**src/rtl/pc_unit_if.sv**
```systemverilog
// Bundle of the PC unit's control, vector-fetch and status signals.
// The core (slave) consumes control and vector data; the master side drives them.
interface pc_unit_if #(
   parameter int ADDR_W = 32
);
   logic              pc_en;
   logic              inst_len;
   logic              branch_taken;
   logic [ADDR_W-1:0] branch_addr;
   logic              int_req;
   logic              vec_ack;
   logic [ADDR_W-1:0] vec_data;
   logic              vec_req;
   logic [ADDR_W-1:0] vec_addr;
   logic [ADDR_W-1:0] pc;
   logic              pc_valid;
   logic [ADDR_W-1:0] ret_addr;
   logic              int_ack;

   modport master (
      output pc_en, inst_len, branch_taken, branch_addr, int_req, vec_ack, vec_data,
      input  vec_req, vec_addr, pc, pc_valid, ret_addr, int_ack
   );

   modport slave (
      input  pc_en, inst_len, branch_taken, branch_addr, int_req, vec_ack, vec_data,
      output vec_req, vec_addr, pc, pc_valid, ret_addr, int_ack
   );
endinterface

```
**src/rtl/pc_unit.sv**
```systemverilog
// Program counter with reset/interrupt vector fetch, branch redirect and a
// sticky interrupt-pending latch that is serviced on the next enabled RUN cycle.
module pc_unit #(
   parameter int                ADDR_W         = 32,
   parameter logic [ADDR_W-1:0] RESET_PC       = ADDR_W'(32'h20),
   parameter logic [ADDR_W-1:0] RESET_VEC_ADDR = ADDR_W'(0),
   parameter logic [ADDR_W-1:0] INT_VEC_ADDR   = ADDR_W'(1)
) (
   input logic        clk,
   input logic        rst,
   pc_unit_if.slave   bus
);
   localparam logic [1:0] VEC_RST = 2'd0;
   localparam logic [1:0] RUN     = 2'd1;
   localparam logic [1:0] VEC_INT = 2'd2;

   logic [1:0]        state;
   logic              pending;
   logic [ADDR_W-1:0] pc_q;
   logic [ADDR_W-1:0] ret_q;
   logic [ADDR_W-1:0] seq_pc;
   logic [ADDR_W-1:0] next_pc;
   logic              take_int;

   // The address the PC would load if no interrupt intervened; also the return address.
   assign seq_pc   = pc_q + ADDR_W'(1) + ADDR_W'(bus.inst_len);
   assign next_pc  = bus.branch_taken ? bus.branch_addr : seq_pc;
   assign take_int = !rst && (state == RUN) && bus.pc_en && pending;

   assign bus.pc       = pc_q;
   assign bus.ret_addr = ret_q;
   assign bus.int_ack  = take_int;

   always_comb begin
      // NOTE: every output gets a default before the case so no path infers a latch.
      bus.vec_req  = 1'b0;
      bus.vec_addr = '0;
      bus.pc_valid = 1'b0;
      case (state)
         VEC_RST: begin
            bus.vec_req  = 1'b1;
            bus.vec_addr = RESET_VEC_ADDR;
         end
         VEC_INT: begin
            bus.vec_req  = 1'b1;
            bus.vec_addr = INT_VEC_ADDR;
         end
         RUN:     bus.pc_valid = 1'b1;
         default: ;
      endcase
   end

   always_ff @(posedge clk) begin
      // NOTE: non-blocking assignments so every register samples pre-edge values.
      if (rst) begin
         state   <= VEC_RST;
         pc_q    <= RESET_PC;
         ret_q   <= '0;
         pending <= 1'b0;
      end else begin
         // A request in the servicing cycle survives as a fresh pending interrupt.
         pending <= (pending && !take_int) || bus.int_req;
         case (state)
            VEC_RST, VEC_INT: begin
               if (bus.vec_ack) begin
                  pc_q  <= bus.vec_data;
                  state <= RUN;
               end
            end
            RUN: begin
               if (bus.pc_en) begin
                  if (pending) begin
                     ret_q <= next_pc;
                     state <= VEC_INT;
                  end else begin
                     pc_q <= next_pc;
                  end
               end
            end
            default: state <= VEC_RST;
         endcase
      end
   end
endmodule

```
**src/flat_wrapper.sv**
```systemverilog
// flat-port wrapper written by rule: the top's interface ports become plain ports
module pc_unit_flat 
#(
   parameter int                ADDR_W         = 32,
   parameter logic [ADDR_W-1:0] RESET_PC       = ADDR_W'(32'h20),
   parameter logic [ADDR_W-1:0] RESET_VEC_ADDR = ADDR_W'(0),
   parameter logic [ADDR_W-1:0] INT_VEC_ADDR   = ADDR_W'(1)
)
  (clk, rst, bus_pc_en, bus_inst_len, bus_branch_taken, bus_branch_addr, bus_int_req, bus_vec_ack, bus_vec_data, bus_vec_req, bus_vec_addr, bus_pc, bus_pc_valid, bus_ret_addr, bus_int_ack);
  pc_unit_if #(.ADDR_W(ADDR_W)) bus_i ();
  input logic clk;
  input logic rst;
  input wire logic [$bits(bus_i.pc_en)-1:0] bus_pc_en;
  input wire logic [$bits(bus_i.inst_len)-1:0] bus_inst_len;
  input wire logic [$bits(bus_i.branch_taken)-1:0] bus_branch_taken;
  input wire logic [$bits(bus_i.branch_addr)-1:0] bus_branch_addr;
  input wire logic [$bits(bus_i.int_req)-1:0] bus_int_req;
  input wire logic [$bits(bus_i.vec_ack)-1:0] bus_vec_ack;
  input wire logic [$bits(bus_i.vec_data)-1:0] bus_vec_data;
  output wire logic [$bits(bus_i.vec_req)-1:0] bus_vec_req;
  output wire logic [$bits(bus_i.vec_addr)-1:0] bus_vec_addr;
  output wire logic [$bits(bus_i.pc)-1:0] bus_pc;
  output wire logic [$bits(bus_i.pc_valid)-1:0] bus_pc_valid;
  output wire logic [$bits(bus_i.ret_addr)-1:0] bus_ret_addr;
  output wire logic [$bits(bus_i.int_ack)-1:0] bus_int_ack;
  assign bus_i.pc_en = bus_pc_en;
  assign bus_i.inst_len = bus_inst_len;
  assign bus_i.branch_taken = bus_branch_taken;
  assign bus_i.branch_addr = bus_branch_addr;
  assign bus_i.int_req = bus_int_req;
  assign bus_i.vec_ack = bus_vec_ack;
  assign bus_i.vec_data = bus_vec_data;
  assign bus_vec_req = bus_i.vec_req;
  assign bus_vec_addr = bus_i.vec_addr;
  assign bus_pc = bus_i.pc;
  assign bus_pc_valid = bus_i.pc_valid;
  assign bus_ret_addr = bus_i.ret_addr;
  assign bus_int_ack = bus_i.int_ack;
  pc_unit #(.ADDR_W(ADDR_W), .RESET_PC(RESET_PC), .RESET_VEC_ADDR(RESET_VEC_ADDR), .INT_VEC_ADDR(INT_VEC_ADDR)) u_core (.clk(clk), .rst(rst), .bus(bus_i));
endmodule
```
**config.mk**
```make
export PLATFORM = sky130hd
export DESIGN_NAME = pc_unit_flat
export DESIGN_NICKNAME = d
export VERILOG_FILES = /design/src/rtl/pc_unit_if.sv /design/src/rtl/pc_unit.sv /design/src/flat_wrapper.sv
export SDC_FILE = /design/constraint.sdc
export NUM_CORES = 1
export LEC_CHECK = 0
export ABC_AREA = 1
export BUFFER_PORTS_ARGS = -buffer_cell sky130_fd_sc_hd__buf_2
export CORE_MARGIN = 2
export CORE_UTILIZATION = 46
export DETAILED_ROUTE_END_ITERATION = 8
export GPL_TIMING_DRIVEN = 0
export PLACE_DENSITY = 0.76
export SLEW_MARGIN = 25
export SYNTH_ARGS = -nofsm -noshare
export SYNTH_HDL_FRONTEND = slang
export SYNTH_SLANG_ARGS = --single-unit
```
**constraint.sdc**
```tcl
create_clock -name clk -period 2.3 [get_ports clk]
set_clock_uncertainty 0.15 [all_clocks]
set_input_delay 0.23 -clock clk [delete_from_list [all_inputs] [get_ports clk]]
set_output_delay 0.23 -clock clk [all_outputs]
set_load 0.05 [all_outputs]
```
Word-level counts from Yosys, hierarchy flattened
Cells that the tools add are included.
- register bits after elaboration: 67
- memories: 0
- ROM bits: 0
- memory bits (writable): 0
- latch bits: 0
- output and inout port bits: 99
- multipliers: 0
- div/mod/pow operators: 0
- muxes and demuxes: 12
- shift operators: 0
- bitwise gates (word level): 0
- reduce and logical (&&, ||, !) cells: 13
- $add $sub $neg: 2
- $lt $le $gt $ge: 0
- equality and inequality tests: 6
- operator list (operator ; number):
    $mux W32 ; 4
    $pmux W32 S2 ; 1
    $add A32 B1 Y32 ; 1
    $add A32 B1 Y32 const B ; 1
    $mux W2 ; 3
    $reduce_and A3 Y1 ; 2
    $logic_and A1 B1 Y1 ; 4
    $ne A2 B1 Y1 const B ; 2
    $ne A2 B2 Y1 const B ; 2
    $pmux W2 S2 ; 1
    $reduce_and A4 Y1 ; 1
    $mux W1 ; 3
    $eq A2 B1 Y1 const B ; 1
    $eq A2 B2 Y1 const B ; 1
    $logic_not A1 Y1 ; 2
    $logic_not A2 Y1 ; 1
    $reduce_bool A2 Y1 ; 1
    $reduce_or A2 Y1 ; 1
    $logic_or A1 B1 Y1 ; 1

Depth between registers and ports, before layout
- depth in word-level cells: 7
- gate-level depth with buffers: 16
- mapped depth without buffers: 16

Worst setup path before layout
Ideal clock, no wire load.
- path kind: register to register
- start: register u_core.pc_q[0] (netlist: u_core.bus.pc[0])
- end: register u_core.ret_q[20] (netlist: u_core.bus.ret_addr[20])
- period minus slack after synthesis: 2428 ps
- path slack: -128 ps
- data arrival time: 2170 ps
- stages on the path, launching flop included: 16
- required time: 2041 ps
- path buffers: 0
- setup time: 109 ps
- cell sequence: dfxtp_1 inv_1 ha_1 inv_1 ha_1 nand2_1 nor2_4 nand2_4 nor2_4 nand2_1 nand2_1 nand3_1 nand2_1 nand2_1 nand2_1 inv_1
- word-level cells in the longest chain between the ends: 3
- ends and longest elaborated chain (element ; RTL line ; source):
    start, declared ; pc_unit.sv:19 ; logic [ADDR_W-1:0] pc_q;
    start signal, assigned ; pc_unit.sv:66 ; pc_q <= bus.vec_data;
    start signal, assigned ; pc_unit.sv:76 ; pc_q <= next_pc;
    $add A32 B1 Y32 (2 in a row) ; pc_unit.sv:26 ; assign seq_pc = pc_q + ADDR_W'(1) + ADDR_W'(bus.inst_len);
    $mux W32 ; pc_unit.sv:27 ; assign next_pc = bus.branch_taken ? bus.branch_addr : seq_pc;
    end signal, assigned ; pc_unit.sv:73 ; ret_q <= next_pc;
    end, declared ; pc_unit.sv:20 ; logic [ADDR_W-1:0] ret_q;
No other way between the ends.
A chain may end at the register's enable or synchronous reset.

Worst setup path in the final report
- start: register u_core.pc_q[0] (netlist: u_core.bus.pc[0])
- end: register u_core.ret_q[30] (netlist: u_core.bus.ret_addr[30])
Same word-level chain as after synthesis.

==> out/metrics.cfg <==
[floorplanning]
num_io_pins=170
dieArea_um2=10540
die_w_um=102.7
start_util=0.4666
fp.coreArea_um2=9594
die_y_um=102.7
rows=36

[sta]
tns_ns=0
period_share=0.9432
drv_slew=0
holdWs_ns=0.0001344
grt_setup_unrepaired=no
fin_crit_ns=2.169
setup_viol=0
relSlewSlack=0.5632
max_freq_ghz=0.4610
hold_viol=0
worst_pin_slew_ns=0.6552
layout_setup_ws_ns=0.1307

[setup_path]
startpoint_type=register
crit_top_cell=nand2_1
critical_path_required_ns=2.41
worstPathCellList=inv_1 -> ha_2 -> inv_2 -> ha_4 -> nand2_1 -> nor2_4 -> nand2_2 -> nor2_4 -> nand2_1 -> nand2_1 -> nand3_1 -> nand2_2 -> nand2_1 -> nand2_1 -> inv_1
end_kind=register
crit_family=simple AND/OR/NAND/NOR gates
crit_slowest_cell=dfxtp_2
worstSetupPathType=reg -> reg
worstPathArrival_ns=2.28
cp_max_fo=5
cp_slowest_stage_delay_ns=0.34
crit_buf_inv=3

[routing]
viasPerCell=4.902
antenna_left=0
topRoutingLayerUsed=met4
num_vias=4985
dr_wl_met2_um=6565
routed_wl_um=14130
drt_first_iter_violations=301
dr_wl_met3_um=872
drc=0
wl_met1_um=6389
drt-pass1-iter-count=5
wire_per_inst_um=13.89

[clock_tree]
clk_path_buf_depth=2
htree_levels=3
clk_latency_ns=0.37
numCtsBuffers=9
clock_sinks=67
clk_pin_slew_worst_paths_ns=0.08
clockRootBuffer=clkbuf_8
cts_tree=yes

[global_route]
grt_max_degree=12
antenna_found_initial=0
grt_overflow=0
grt_pass1_vias=4534
grt_pass1_wl_um=21900
track_usage=0.2680

[run]
cap_violations=0

[synthesis]
ys_ff_latch=67
ys_types=36
synth_area_leaders=dfxtp_1 30%, nand2_1 14%, a21oi_1 7.6%
ys_warn_count=0
ys_seq_area_frac=0.2996
netlist.area_leader.share=0.2996
async_reset_ff_frac=0
netlist_instances=692
synth_area_leader_cell=dfxtp_1
syn_area_um2=4477
synth_edf_count=0
ys.flop_type=dfxtp_1
synth.avg_cell_area_um2=6.469

[pwr]
ir_drop_v=0.0003813
power_density_nw_per_um2=615.6
leakage_nw=2.866

[final_layout]
area_delta_synth_final_pct=28.42
final_core_util=0.5992
nNetsFinal=952
final_cell_mix=169 x nand2_1, 149 x buf_2, 68 x a21oi_1, 67 x inv_1, 66 x dfxtp_1
final_common_cell=nand2_1
stdcell_count=1017
n_antenna_cell=0
drive_above_1_share=0.2805

[place]
place_congestion=0.9311
port_buffers=137
place_worst_setup_slack_ns=-0.03726
hpwl_um=10960
placed_cells=992

[hold_path]
min_path_type=in -> reg

[status]
status=completed

-- tightest hold or removal path, cell delays in order --
cell and delay, ns:
buf_2 0.08, a21oi_1 0.05, a21oi_1 0.11
-- where the power goes --
part	leakage, nW	switching [mW]	internal [mW]	total [mW]
sequential	0.550	0.125	1.25	1.38
combinational	2.22	0.846	0.336	1.18
clock	0.0971	0.483	0.498	0.981
-- what timing repair did --
action / 4_1_cts / 5_1_grt
gates resized for setup: 1 / 7
setup endpoints to repair: 2 / 11
pin swaps: 0 / 2
endpoints found under the hold margin: 13 / 0
setup buffers: 0 / 0
hold buffers: 11 / 0
-- per-stage QoR --
step	cell area, um2	total power [mW]
2_1_floorplan	4591	2.241
3_3_place_gp	5443	2.537
3_5_place_dp	5443	2.547
4_1_cts	5741	3.526
5_1_grt	5749	3.700
6_report	5749	3.539
-- final cells by class --
| class | count | area [um2] |
|---|---|---|
| fillers | 980 | 3845 |
| clock inverters | 5 | 53.80 |
| well taps | 133 | 166.4 |
| repair buffers | 148 | 798.3 |
| inverters | 71 | 266.5 |
| plain buffers | 61 | 387.9 |
| clock buffers | 11 | 131.4 |
| multi-input cells | 521 | 2603 |
| flip-flops and latches | 67 | 1343 |
-- registers in the layout (all words and copies together) (netlist names) --
| name | cells |
|---|---|
| u_core.pending | 1 |
| u_core.bus.pc | 32 |
| u_core.bus.ret_addr | 32 |
| u_core.state | 2 |
-- cell families after synthesis --
group	count (synthesis)	synth area share
flops	67	0.2996
other cells	1	0.0008377
buf+inv	134	0.1481
xor+xnor	4	0.007825
simple gates	320	0.3337
fa+ha+maj	2	0.005589
compound gates	164	0.2043
-- cells in the mapped netlist, drive strengths merged (2+ instances only) --
cell type,n
o211ai,3
o21ai,60
nand3b,4
o21a,15
a21oi,69
nor2b,2
nand2,177
xor2,4
nor2,63
o21bai,14
a31oi,2
ha,2
dfxtp,67
nand4,2
clkbuf,11
nand3,54
or2,17
inv,70
buf,52
-- final timing paths --
path	start	to	slack, ns	cells past startpoint
min reg2reg	u_core.bus.ret_addr[1]	u_core.bus.ret_addr[1]	0.32	2
max reg2reg	u_core.bus.pc[0]	u_core.bus.ret_addr[30]	0.13	15
min	bus_vec_data[2]	u_core.bus.pc[2]	0.0001	3
max	u_core.bus.pc[0]	u_core.bus.ret_addr[30]	0.13	15
-- routing by layer --
| layer | GRT usage | vias up |
|---|---|---|
| met4 | 0.09333 | 0 |
| met1 | 0.3597 | 2232 |
| met3 | 0.03864 | 24 |
| met5 | 0 | - |
| li1 | - | 2546 |
| met2 | 0.4409 | 183 |
No activity file was read; power rests on OpenSTA's default activity.
